### src/rtl/xy_event_monitor_if.sv
// Snapshot handshake bundle between the X/Y event monitor and its consumer.
// The producer owns the snapshot fields and valid; the consumer owns ready.
interface xy_event_monitor_if #(
  parameter int CNT_W = 8
);
  logic [CNT_W-1:0] snap_x;
  logic [CNT_W-1:0] snap_y;
  logic             snap_valid;
  logic             snap_ready;

  modport master (
    output snap_x,
    output snap_y,
    output snap_valid,
    input  snap_ready
  );

  modport slave (
    input  snap_x,
    input  snap_y,
    input  snap_valid,
    output snap_ready
  );
endinterface

### src/rtl/xy_event_monitor.sv
// Synchronises X/Y, counts their rising edges over fixed windows of WINDOW
// cycles and hands each window's counts to a consumer over valid/ready.
module xy_event_monitor #(
  parameter int CNT_W  = 8,
  parameter int WINDOW = 16
) (
  input  logic                    clk,
  input  logic                    rst,
  input  logic                    x_in,
  input  logic                    y_in,
  input  logic                    en,
  input  logic                    clr_ovr,
  output logic                    overrun,
  xy_event_monitor_if.master      snap
);

  localparam int TMR_W = (WINDOW > 2) ? $clog2(WINDOW) : 1;
  localparam logic [TMR_W-1:0] TMR_LAST = TMR_W'(WINDOW - 1);
  localparam logic [TMR_W-1:0] TMR_ZERO = {TMR_W{1'b0}};
  localparam logic [TMR_W-1:0] TMR_ONE  = {{(TMR_W-1){1'b0}}, 1'b1};
  localparam logic [CNT_W-1:0] CNT_ZERO = {CNT_W{1'b0}};
  localparam logic [CNT_W-1:0] CNT_ONE  = {{(CNT_W-1){1'b0}}, 1'b1};
  localparam logic [CNT_W-1:0] CNT_MAX  = {CNT_W{1'b1}};

  typedef enum logic [0:0] {
    ST_IDLE = 1'b0,
    ST_RUN  = 1'b1
  } state_t;

  // Saturating increment: a count already at full scale stays there.
  function automatic logic [CNT_W-1:0] sat_inc(input logic [CNT_W-1:0] value,
                                               input logic             inc);
    logic [CNT_W-1:0] result;
    if (inc && (value != CNT_MAX)) begin
      result = value + CNT_ONE;
    end else begin
      result = value;
    end
    return result;
  endfunction

  logic             s1_x_r, s2_x_r, hist_x_r;
  logic             s1_y_r, s2_y_r, hist_y_r;
  logic             rise_x_s, rise_y_s;

  state_t           state_r, state_s;
  logic             run_s;
  logic             win_end_s;

  logic [TMR_W-1:0] timer_r, timer_s;
  logic [CNT_W-1:0] cnt_x_r, cnt_x_s;
  logic [CNT_W-1:0] cnt_y_r, cnt_y_s;
  logic [CNT_W-1:0] inc_x_s, inc_y_s;

  logic [CNT_W-1:0] snap_x_r, snap_x_s;
  logic [CNT_W-1:0] snap_y_r, snap_y_s;
  logic             valid_r, valid_s;
  logic             ovr_r, ovr_s;
  logic             accept_s;
  logic             free_s;

  // Two-flop synchronisers plus one history flop per input for edge detection.
  always_ff @(posedge clk) begin
    if (rst) begin
      s1_x_r   <= 1'b0;
      s2_x_r   <= 1'b0;
      hist_x_r <= 1'b0;
      s1_y_r   <= 1'b0;
      s2_y_r   <= 1'b0;
      hist_y_r <= 1'b0;
    end else begin
      s1_x_r   <= x_in;
      s2_x_r   <= s1_x_r;
      hist_x_r <= s2_x_r;
      s1_y_r   <= y_in;
      s2_y_r   <= s1_y_r;
      hist_y_r <= s2_y_r;
    end
  end

  assign rise_x_s = s2_x_r & ~hist_x_r;
  assign rise_y_s = s2_y_r & ~hist_y_r;

  // FSM state register.
  always_ff @(posedge clk) begin
    if (rst) begin
      state_r <= ST_IDLE;
    end else begin
      state_r <= state_s;
    end
  end

  // FSM next state; windows only advance while RUN and en is still high.
  always_comb begin
    state_s   = state_r;
    run_s     = 1'b0;
    win_end_s = 1'b0;
    case (state_r)
      ST_IDLE: begin
        if (en) begin
          state_s = ST_RUN;
        end else begin
          state_s = ST_IDLE;
        end
      end
      ST_RUN: begin
        if (en) begin
          state_s   = ST_RUN;
          run_s     = 1'b1;
          win_end_s = (timer_r == TMR_LAST);
        end else begin
          state_s = ST_IDLE;
        end
      end
      default: begin
        state_s = ST_IDLE;
      end
    endcase
  end

  assign inc_x_s  = sat_inc(cnt_x_r, rise_x_s);
  assign inc_y_s  = sat_inc(cnt_y_r, rise_y_s);
  assign accept_s = valid_r & snap.snap_ready;
  assign free_s   = ~valid_r | accept_s;

  // Timer and counters: the final-cycle rise is folded into the snapshot.
  always_comb begin
    timer_s = timer_r;
    cnt_x_s = cnt_x_r;
    cnt_y_s = cnt_y_r;
    if (run_s) begin
      if (win_end_s) begin
        timer_s = TMR_ZERO;
        cnt_x_s = CNT_ZERO;
        cnt_y_s = CNT_ZERO;
      end else begin
        timer_s = timer_r + TMR_ONE;
        cnt_x_s = inc_x_s;
        cnt_y_s = inc_y_s;
      end
    end else begin
      timer_s = TMR_ZERO;
      cnt_x_s = CNT_ZERO;
      cnt_y_s = CNT_ZERO;
    end
  end

  // Snapshot, valid and sticky overrun; a blocked window end drops its data.
  always_comb begin
    snap_x_s = snap_x_r;
    snap_y_s = snap_y_r;
    valid_s  = valid_r;
    ovr_s    = ovr_r;
    if (win_end_s && free_s) begin
      snap_x_s = inc_x_s;
      snap_y_s = inc_y_s;
      valid_s  = 1'b1;
    end else if (accept_s) begin
      valid_s  = 1'b0;
    end else begin
      valid_s  = valid_r;
    end
    if (win_end_s && !free_s) begin
      ovr_s = 1'b1;
    end else if (clr_ovr) begin
      ovr_s = 1'b0;
    end else begin
      ovr_s = ovr_r;
    end
  end

  // Window state and output registers.
  always_ff @(posedge clk) begin
    if (rst) begin
      timer_r  <= TMR_ZERO;
      cnt_x_r  <= CNT_ZERO;
      cnt_y_r  <= CNT_ZERO;
      snap_x_r <= CNT_ZERO;
      snap_y_r <= CNT_ZERO;
      valid_r  <= 1'b0;
      ovr_r    <= 1'b0;
    end else begin
      timer_r  <= timer_s;
      cnt_x_r  <= cnt_x_s;
      cnt_y_r  <= cnt_y_s;
      snap_x_r <= snap_x_s;
      snap_y_r <= snap_y_s;
      valid_r  <= valid_s;
      ovr_r    <= ovr_s;
    end
  end

  assign snap.snap_x     = snap_x_r;
  assign snap.snap_y     = snap_y_r;
  assign snap.snap_valid = valid_r;
  assign overrun         = ovr_r;

endmodule
### src/flat_wrapper.sv
// flat-port wrapper written by rule: the top's interface ports become plain ports
module xy_event_monitor_flat 
#(
  parameter int CNT_W  = 8,
  parameter int WINDOW = 16
)
  (clk, rst, x_in, y_in, en, clr_ovr, overrun, snap_snap_x, snap_snap_y, snap_snap_valid, snap_snap_ready);
  xy_event_monitor_if #(.CNT_W(CNT_W)) snap_i ();
  input  logic clk;
  input  logic rst;
  input  logic x_in;
  input  logic y_in;
  input  logic en;
  input  logic clr_ovr;
  output logic overrun;
  output wire logic [$bits(snap_i.snap_x)-1:0] snap_snap_x;
  output wire logic [$bits(snap_i.snap_y)-1:0] snap_snap_y;
  output wire logic [$bits(snap_i.snap_valid)-1:0] snap_snap_valid;
  input wire logic [$bits(snap_i.snap_ready)-1:0] snap_snap_ready;
  assign snap_snap_x = snap_i.snap_x;
  assign snap_snap_y = snap_i.snap_y;
  assign snap_snap_valid = snap_i.snap_valid;
  assign snap_i.snap_ready = snap_snap_ready;
  xy_event_monitor #(.CNT_W(CNT_W), .WINDOW(WINDOW)) u_core (.clk(clk), .rst(rst), .x_in(x_in), .y_in(y_in), .en(en), .clr_ovr(clr_ovr), .overrun(overrun), .snap(snap_i));
endmodule
### config.mk
export PLATFORM = sky130hd
export DESIGN_NAME = xy_event_monitor_flat
export DESIGN_NICKNAME = d
export VERILOG_FILES = /design/src/rtl/xy_event_monitor_if.sv /design/src/rtl/xy_event_monitor.sv /design/src/flat_wrapper.sv
export SDC_FILE = /design/constraint.sdc
export NUM_CORES = 1
export LEC_CHECK = 0
export BUFFER_PORTS_ARGS = -buffer_cell sky130_fd_sc_hd__buf_2
export CELL_PAD_IN_SITES_DETAIL_PLACEMENT = 0
export CELL_PAD_IN_SITES_GLOBAL_PLACEMENT = 1
export CORE_ASPECT_RATIO = 0.6
export CORE_MARGIN = 2
export CORE_UTILIZATION = 30
export DETAILED_ROUTE_END_ITERATION = 12
export GPL_TIMING_DRIVEN = 0
export PLACE_DENSITY_LB_ADDON = 0.1
export REMOVE_ABC_BUFFERS = 1
export SETUP_SLACK_MARGIN = 0.1
export SLEW_MARGIN = 40
export SYNTH_ARGS = -nofsm -noshare
export SYNTH_HDL_FRONTEND = slang
export SYNTH_SLANG_ARGS = --single-unit
### constraint.sdc
create_clock -name clk -period 2.6 [get_ports clk]
set_input_delay 0.52 -clock clk [delete_from_list [all_inputs] [get_ports clk]]
set_output_delay 0.52 -clock clk [all_outputs]
set_load 0.02 [all_outputs]
==> results of run 1 <==
==> power groups by stage <==
stage	clock [mW]	sequential [mW]	combinational, mW
finish	0.411	0.696	0.0255
global route	0.459	0.697	0.0294
CTS	0.433	0.696	0.0265
detailed placement	0	0.712	0.0264
global placement	0	0.712	0.0251
floorplan	0	0.712	0.0121
==> per-stage QoR <==
stage          hold WS, ns  power [mW]
2_1_floorplan       0.4138      0.7237
3_3_place_gp        0.4200      0.7372
3_5_place_dp        0.4248      0.7389
4_1_cts             0.4241       1.155
5_1_grt             0.4587       1.185
6_report            0.4352       1.133
==> cells by family after synthesis <==
kind of cell	after synthesis	share of synthesized area, %
compound gates	32	12.98
xor+xnor	9	4.494
fa+ha+maj	3	2.140
buf+inv	11	2.924
flops	45	51.35
mux	5	2.853
simple gates	75	23.25
==> path summary, 6_finish.rpt <==
kind / slack (ns) / end / start / cells past startpoint
worst max-delay path: 0.91 / u_core.snap.snap_x[1] / u_core.cnt_x_r[0] / 5
worst min-delay path: 0.44 / u_core.s2_x_r / u_core.s1_x_r / 1
worst max register to register: 0.91 / u_core.snap.snap_x[1] / u_core.cnt_x_r[0] / 5
worst min register to register: 0.44 / u_core.s2_x_r / u_core.s1_x_r / 1
==> cell type report <==
cell class / count / area [µm²] / area share [%]
well taps: 80 / 100.1 / 4.957
clock buffers: 8 / 80.08 / 3.965
flip-flops and latches: 45 / 900.9 / 44.61
inverters: 4 / 15.01 / 0.7435
multi-input cells: 124 / 803.3 / 39.78
repair buffers: 24 / 120.1 / 5.948
==> state kept, by name (all words and copies together) (netlist names) <==
register                count
u_core.hist_y_r             1
u_core.snap.snap_valid      1
u_core.snap.snap_y          8
u_core.cnt_y_r              8
u_core.hist_x_r             1
u_core.s1_x_r               1
u_core.snap.snap_x          8
u_core.cnt_x_r              8
u_core.overrun              1
u_core.s1_y_r               1
u_core.timer_r              4
u_core.s2_x_r               1
u_core.state_r              1
u_core.s2_y_r               1
==> per-layer routing <==
| metal | part of all wire [%] | wire [µm] | track usage [%] | up-vias |
|---|---|---|---|---|
| met3 | 5.1 | 182 | 3.552 | 5 |
| met5 | 0 | 0 | 0 | - |
| met1 | 54 | 1908 | 17.50 | 575 |
| met2 | 40 | 1430 | 16.99 | 27 |
| li1 | - | - | - | 681 |
| met4 | 0.68 | 24 | 4.000 | 0 |
==> cell usage after synthesis (4+ instances only) <==
cell,instances
o22ai_1,6
mux2i_1,5
nor2b_1,10
a21oi_1,4
a211oi_1,9
nand3_1,4
nand2_1,7
dfxtp_1,45
nand2b_1,9
inv_1,4
xor2_1,7
nor2_1,28
==> impl_metrics.env, run 1 <==
export IMPL_max_clock_freq_mhz=591.6
export IMPL_post_cts_resize_count=0
export IMPL_dp_hpwl_um=2453
export IMPL_tns_ns=0
export IMPL_layout_commonest_cell="dfxtp_1"
export IMPL_port_buffers=24
export IMPL_final_area_mm2=0.002019
export IMPL_wl_per_cell_um=12.44
export IMPL_switching_power_uw=237.3
export IMPL_path_delay_family="compound AO/OA/AOI/OAI gates"
export IMPL_grt_overflow=0
export IMPL_drt_vias_per_instance=4.519
export IMPL_setup_violations=0
export IMPL_die_y_um=63.23
export IMPL_synth_top_cell_by_area="dfxtp_1"
export IMPL_cts_tree="done"
export IMPL_post_cts_buffers=0
export IMPL_ys_async_sr_fraction_pct=0
export IMPL_fillers=578
export IMPL_cts_max_level=2
export IMPL_leakage_nw=0.7963
export IMPL_arrival_ns=1.84
export IMPL_peakVddDrop_mv=0.1593
export IMPL_hold_buffers=0
export IMPL_ant_nets=0
export IMPL_cts_sinks=45
export IMPL_critPathMaxFanout=6
export IMPL_fp_coreArea_mm2=0.005597
export IMPL_maxSlewViolCount=0
export IMPL_synth_edff_count=0
export IMPL_synth_top_area_share_pct=51.36
export IMPL_crit_path_end_kind="flop"
export IMPL_max_slew_margin_pct=54.39
export IMPL_rsz0062_at_grt="no"
export IMPL_synth_area_leaders="dfxtp_1 (51%), nor2_1 (6.0%), a211oi_1 (3.9%)"
export IMPL_place_area_mm2=0.001939
export IMPL_critPathMaxStageDelay_ns=0.36
export IMPL_grt_pass1_wl_um=6037
export IMPL_ys_seq_elements=45
export IMPL_clockRootBuffer="clkbuf_8"
export IMPL_clk_pin_slew_ns=0.08
export IMPL_cts_max_path_buffers=2
export IMPL_syn_avg_cell_area_um2=9.745
export IMPL_fin_cells=285
export IMPL_setup_slack_ns=0.9096
export IMPL_grt_pass1_vias=1248
export IMPL_p_clk_share_pct=36.3
export IMPL_antenna_found_initial=0
export IMPL_p_per_area_mw_per_mm2=560.8
export IMPL_drive_gt1_share_pct=16.59
export IMPL_dieWidth_um=102.7
export IMPL_fin_util_pct=36.08
export IMPL_syn_inst=180
export IMPL_place_ws_ns=0.5888
export IMPL_internal_power_uw=895.2
export IMPL_antenna_diode_count=0
export IMPL_finClkSkew_ns=0.008625
export IMPL_area_growth_syn_to_layout_pct=15.12
export IMPL_p_comb_share_pct=2.2
export IMPL_drc=0
export IMPL_dieArea_mm2=0.006495
export IMPL_syn_area_mm2=0.001754
export IMPL_cp_slowest_cell="dfxtp_1"
export IMPL_routed_wl_um=3546
export IMPL_pwr_share_seq_pct=61.5
export IMPL_hold_violations=0
export IMPL_grtUsageTotal_pct=12.09
export IMPL_dp_cells=277
export IMPL_min_period_ns=1.690
export IMPL_synthDistinctLibCells=35
export IMPL_cts_buffers=5
export IMPL_path_cells="ha_1 -> nand4_2 -> o21ai_1 -> mux2i_1 -> a211oi_1"
export IMPL_max_cap_violations=0
export IMPL_layout_common_cells="dfxtp_1 (45), nor2_1 (28), buf_2 (24)"
export IMPL_cp_data_required_time_ns=2.75
export IMPL_worstSkewPairLatency_ns=0.29
export IMPL_fin_nets=214
export IMPL_outcome="complete, no violations"
export IMPL_vias=1288
export IMPL_grt_max_degree=29
export IMPL_period_share_pct=65.02
export IMPL_yosysSeqAreaShare_pct=51.36
export IMPL_cp_buffers_inverters=0
export IMPL_swShare_pct=20.96
export IMPL_place_congestion=0.8004
export IMPL_worst_pin_slew_ns=0.6826
export IMPL_yosysWarnings=0
export IMPL_critPathKind="flop to flop"
export IMPL_min_path_type="flop to flop"
export IMPL_crit_path_start_kind="flop"
export IMPL_io_pins=25
export IMPL_firstDrtPassIters=4
export IMPL_ys_dominant_reg_cell="dfxtp_1"
export IMPL_num_rows=21
export IMPL_drtIter0Drc=39
export IMPL_initial_core_util_pct=31.34
No activity file was read; power rests on OpenSTA's default activity.
==> run 2, diff against run 1 <==
clock period = 1.74 ns   (was 2.6 ns; I/O delays follow)
==> run 2 against run 1 <==
- register-to-register slack got worse by 0.68 ns
- highest routed layer unchanged
- combinational power rose by 58%
- sequential share of layout area fell by 1.8 points
- final cell count rose by 1.1%
- worst hold slack got worse by 0.17 ns
- clock power rose by 50%
- largest cell class unchanged
- clock skew barely moved
- global-route usage rose by 0.12 points
- count of clock-buffer cells in the layout did not move
- total power rose by 50%
- wire length rose by 13%
==> impl_metrics.env, run 2 (synthesized netlist as in run 1, its figures left out) <==
export IMPL_outcome="complete, no violations"
export IMPL_rsz0062_at_grt="no"
export IMPL_initial_core_util_pct=31.34
export IMPL_dieArea_mm2=0.006495
export IMPL_reg2reg_slack_ns=0.23
export IMPL_num_rows=21
export IMPL_clockRootBuffer="clkbuf_8"
export IMPL_port_buffers=24
export IMPL_max_slew_margin_pct=64.85
export IMPL_maxSlewViolCount=0
export IMPL_fin_cells=288
export IMPL_worstSkewPairLatency_ns=0.29
export IMPL_cts_buffers=5
export IMPL_hold_violations=0
export IMPL_drt_vias_per_instance=4.583
export IMPL_crit_path_start_kind="flop"
export IMPL_fillers=572
export IMPL_cts_sinks=45
export IMPL_dp_cells=277
export IMPL_arrival_ns=1.72
export IMPL_min_period_ns=1.506
export IMPL_place_area_mm2=0.001939
export IMPL_routed_wl_um=3997
export IMPL_dieWidth_um=102.7
export IMPL_max_cap_violations=0
export IMPL_leakage_nw=0.8104
export IMPL_cts_max_path_buffers=2
export IMPL_period_share_pct=86.55
export IMPL_cp_data_required_time_ns=1.95
export IMPL_area_growth_syn_to_layout_pct=19.97
export IMPL_antenna_diode_count=0
export IMPL_worst_pin_slew_ns=0.5272
export IMPL_dp_hpwl_um=2453
export IMPL_clk_pin_slew_ns=0.08
export IMPL_setup_violations=0
export IMPL_fin_util_pct=37.60
export IMPL_final_area_mm2=0.002105
export IMPL_peakVddDrop_mv=0.2365
export IMPL_antenna_found_initial=0
export IMPL_critPathMaxFanout=4
export IMPL_grt_max_degree=29
export IMPL_p_per_area_mw_per_mm2=805.4
export IMPL_grt_pass1_wl_um=6106
export IMPL_die_y_um=63.23
export IMPL_grt_overflow=0
export IMPL_vias=1320
export IMPL_fin_total_pwr_mw=1.695
export IMPL_seqCellArea_um2=900.9
export IMPL_layout_commonest_cell="dfxtp_1"
export IMPL_layout_common_cells="dfxtp_1 (45), nor2_1 (28), buf_2 (24)"
export IMPL_io_pins=25
export IMPL_wl_per_cell_um=13.88
export IMPL_cts_tree="done"
export IMPL_max_clock_freq_mhz=664.0
export IMPL_holdWs_ns=0.2648
export IMPL_drc=0
export IMPL_hold_buffers=0
export IMPL_place_congestion=0.8004
export IMPL_fin_nets=217
export IMPL_fp_coreArea_mm2=0.005597
export IMPL_finClkSkew_ns=0.008562
export IMPL_firstDrtPassIters=4
export IMPL_cts_max_level=2
export IMPL_crit_path_end_kind="flop"
export IMPL_drive_gt1_share_pct=21.15
export IMPL_ant_nets=0
export IMPL_critPathKind="flop to flop"
export IMPL_multiInputGateArea_um2=873.3
export IMPL_grt_pass1_vias=1254
export IMPL_min_path_type="primary input to flop"
export IMPL_grtUsageTotal_pct=12.21
export IMPL_drtIter0Drc=35
[run 2: cell types whose count changed in the layout (fill, tap and decap cells not counted), sizes merged]
cell | previous run | this run
buf | 24 | 26
and3 | 2 | 3
[run 2: through the flow]
stage	setup WS [ns]	setup TNS, ns
4_1_cts	0.1244	0
3_3_place_gp	-0.4650	-4.576
3_5_place_dp	-0.09923	-0.7024
2_1_floorplan	0.04713	0
6_report	0.2340	0
5_1_grt	0.1024	0
[run 2: worst max-delay path: stages (launching register included)]
cell and delay, ns:
dfxtp_1 0.41, and4b_1 0.25, o211ai_1 0.17, or3_4 0.37
a311oi_2 0.22
[run 2: repair_timing]
item                                    4_1_cts  5_1_grt
cloned                                        0        1
pin swaps                                     0        1
buffers inserted                              0        2
endpoints found under the setup margin        9       21
gates resized for setup                       4        9
[run 2: power breakdown]
group          internal, mW  switching (mW)  total, mW
clock network         0.286           0.329      0.615
registers              1.04         0.00368       1.04
logic                0.0164          0.0238     0.0402
[run 2: worst paths after layout]
check | startpoint | to | depth (start not counted)
setup / recovery | u_core.cnt_y_r[2] | u_core.snap.snap_y[5] | 4
hold / removal | y_in | u_core.s1_y_r | 2
setup reg to reg | u_core.cnt_y_r[2] | u_core.snap.snap_y[5] | 4
hold reg to reg | u_core.s1_x_r | u_core.s2_x_r | 1
[run 2: cell type report]
cell class | count | area share (%)
flip-flops and latches | 45 | 42.81
multi-input cells | 125 | 41.50
repair buffers | 26 | 6.421
well taps | 80 | 4.756
clock buffers | 8 | 3.805
inverters | 4 | 0.7134
[run 2: routing by layer]
metal	routed length [µm]	vias up	track usage (%)
met5	0	-	0
met4	21	0	4.000
met3	191	4	3.552
met2	1607	27	17.32
met1	2177	607	17.57
li1	-	682	-
==> run 3, diff against run 2 <==
BUFFER_PORTS_ARGS = -buffer_cell sky130_fd_sc_hd__clkbuf_2   (was -buffer_cell sky130_fd_sc_hd__buf_2)
PLACE_DENSITY = 0.56   (was not set)
PLACE_DENSITY_LB_ADDON = not set   (was 0.1)
==> run 3 against run 2 <==
- sequential share of layout area decreased by 0.68 points
- register-to-register slack worse by 0.05 ns
- die area stayed put
- critical endpoint is now u_core.snap.snap_y[1]
- largest cell class unchanged
- highest routed layer unchanged
==> impl_metrics.env, run 3 (synthesized netlist as in run 1, its figures left out) <==
export IMPL_fin_total_pwr_mw=1.882
export IMPL_dieWidth_um=102.7
export IMPL_vias=1343
export IMPL_crit_path_start="u_core.cnt_y_r[0]"
export IMPL_hold_start="x_in"
export IMPL_fin_nets=216
export IMPL_pwr_share_seq_pct=55.3
export IMPL_crit_path_start_kind="flop"
export IMPL_cp_buffers_inverters=0
export IMPL_critPathMaxFanout=6
export IMPL_layout_common_cells="dfxtp_1 (45), nor2_1 (28), clkbuf_2 (24)"
export IMPL_layout_commonest_cell="dfxtp_1"
export IMPL_die_y_um=63.23
export IMPL_grt_overflow=0
export IMPL_arrival_ns=1.70
export IMPL_cts_max_path_buffers=2
export IMPL_peakVddDrop_mv=0.4315
export IMPL_cts_max_level=2
export IMPL_p_comb_share_pct=2.1
export IMPL_grt_pass1_vias=1308
export IMPL_multiInputGateArea_um2=865.8
export IMPL_cp_data_required_time_ns=1.88
export IMPL_switching_power_uw=361.7
export IMPL_ant_nets=0
export IMPL_internal_power_mw=1.521
export IMPL_dieArea_mm2=0.006495
export IMPL_outcome="complete, no violations"
export IMPL_drive_gt1_share_pct=21.26
export IMPL_drc=0
export IMPL_cts_sinks=45
export IMPL_path_cells="ha_1 -> nand3_4 -> o21ai_2 -> mux2i_1 -> a211oi_1"
export IMPL_dp_hpwl_um=2479
export IMPL_initial_core_util_pct=31.34
export IMPL_cts_tree="done"
export IMPL_crit_path_end_kind="flop"
export IMPL_io_pins=25
export IMPL_r2r_start="u_core.cnt_y_r[0]"
export IMPL_critPathKind="flop to flop"
export IMPL_max_clock_freq_mhz=642.6
export IMPL_final_area_mm2=0.002138
export IMPL_drt_vias_per_instance=4.679
export IMPL_area_growth_syn_to_layout_pct=21.90
export IMPL_leakage_nw=0.8179
export IMPL_rsz0062_at_grt="yes"
export IMPL_fillers=561
export IMPL_max_slew_margin_pct=58.73
export IMPL_finClkSkew_ns=0.007528
export IMPL_setup_violations=0
export IMPL_antenna_diode_count=0
export IMPL_drtIter0Drc=45
export IMPL_worst_pin_slew_ns=0.6191
export IMPL_max_cap_violations=0
export IMPL_antenna_found_initial=0
export IMPL_p_clk_share_pct=42.6
export IMPL_worstSkewPairLatency_ns=0.29
export IMPL_fin_cells=287
export IMPL_wl_per_cell_um=13.34
export IMPL_hold_violations=0
export IMPL_cts_buffers=5
export IMPL_cp_slowest_cell="dfxtp_1"
export IMPL_port_buffers=24
export IMPL_min_path_type="primary input to flop"
export IMPL_seqCellArea_um2=900.9
export IMPL_place_area_mm2=0.001939
export IMPL_min_period_ns=1.556
export IMPL_fp_coreArea_mm2=0.005597
export IMPL_place_congestion=0.7145
export IMPL_critPathMaxStageDelay_ns=0.37
export IMPL_clk_pin_slew_ns=0.08
export IMPL_p_per_area_mw_per_mm2=880.2
export IMPL_hold_buffers=0
export IMPL_firstDrtPassIters=3
export IMPL_period_share_pct=89.44
export IMPL_maxSlewViolCount=0
export IMPL_dp_cells=277
export IMPL_grt_pass1_wl_um=6078
export IMPL_path_delay_family="flip-flops"
export IMPL_grtUsageTotal_pct=12.05
export IMPL_routed_wl_um=3828
export IMPL_num_rows=21
export IMPL_clockRootBuffer="clkbuf_8"
export IMPL_grt_max_degree=29
export IMPL_swShare_pct=19.22
run 3: cell count changes in the layout (fill, tap and decap cells not counted), moves of 2 or more:
cell      before  now
buf_2         24    0
clkbuf_2       0   24
buf_4          2    0
clkbuf_1       3    1
run 3: per-layer routing:
| layer | global-route usage, % | wire length, µm | up-vias | part of all wire, % |
|---|---|---|---|---|
| met5 | 0 | 0 | - | 0 |
| met4 | 4.833 | 27 | 0 | 0.71 |
| met3 | 3.330 | 123 | 2 | 3.2 |
| met2 | 17.08 | 1503 | 19 | 39 |
| met1 | 17.13 | 2174 | 637 | 57 |
| li1 | - | - | 685 | - |
run 3: per-stage QoR:
stage / setup slack (ns) / util [%] / TNS [ns] / hold WS, ns
after floorplan: 0.04713 / - / 0 / 0.4138
after global placement: -0.4445 / 34.63 / -4.744 / 0.4292
after detailed placement: -0.08179 / 34.65 / -0.7552 / 0.4452
after CTS: 0.1144 / 36.96 / 0 / 0.2536
after global routing: 0.09690 / 38.21 / 0 / 0.2870
final: 0.1837 / 38.21 / 0 / 0.2677
run 3: cell type report:
type / instances / area share (%)
flip-flops and latches: 45 / 42.13
multi-input cells: 125 / 40.49
repair buffers: 25 / 6.554
well taps: 80 / 4.681
clock buffers: 7 / 4.037
clock inverters: 1 / 1.404
inverters: 4 / 0.7022
run 3: path summary, 6_finish.rpt:
| kind | to | depth (start not counted) | slack, ns |
|---|---|---|---|
| max reg2reg | u_core.snap.snap_y[1] | 5 | 0.18 |
| min | u_core.s1_x_r | 2 | 0.27 |
| max | u_core.snap.snap_y[1] | 5 | 0.18 |
| min reg2reg | u_core.s2_x_r | 1 | 0.45 |
run 3: power by group through the flow:
stage	Combinational (mW)	Sequential (mW)	Clock (mW)
6_report	0.0392	1.04	0.803
5_1_grt	0.0437	1.04	0.869
4_1_cts	0.0392	1.04	0.835
3_5_place_dp	0.0388	1.06	0
3_3_place_gp	0.0376	1.06	0
2_1_floorplan	0.0180	1.06	0
run 3: repair_timing:
action,4_1_cts,5_1_grt
buffers inserted,0,1
pin swaps,0,3
resized for setup,3,8
setup endpoints to repair,8,14
cloned,0,1
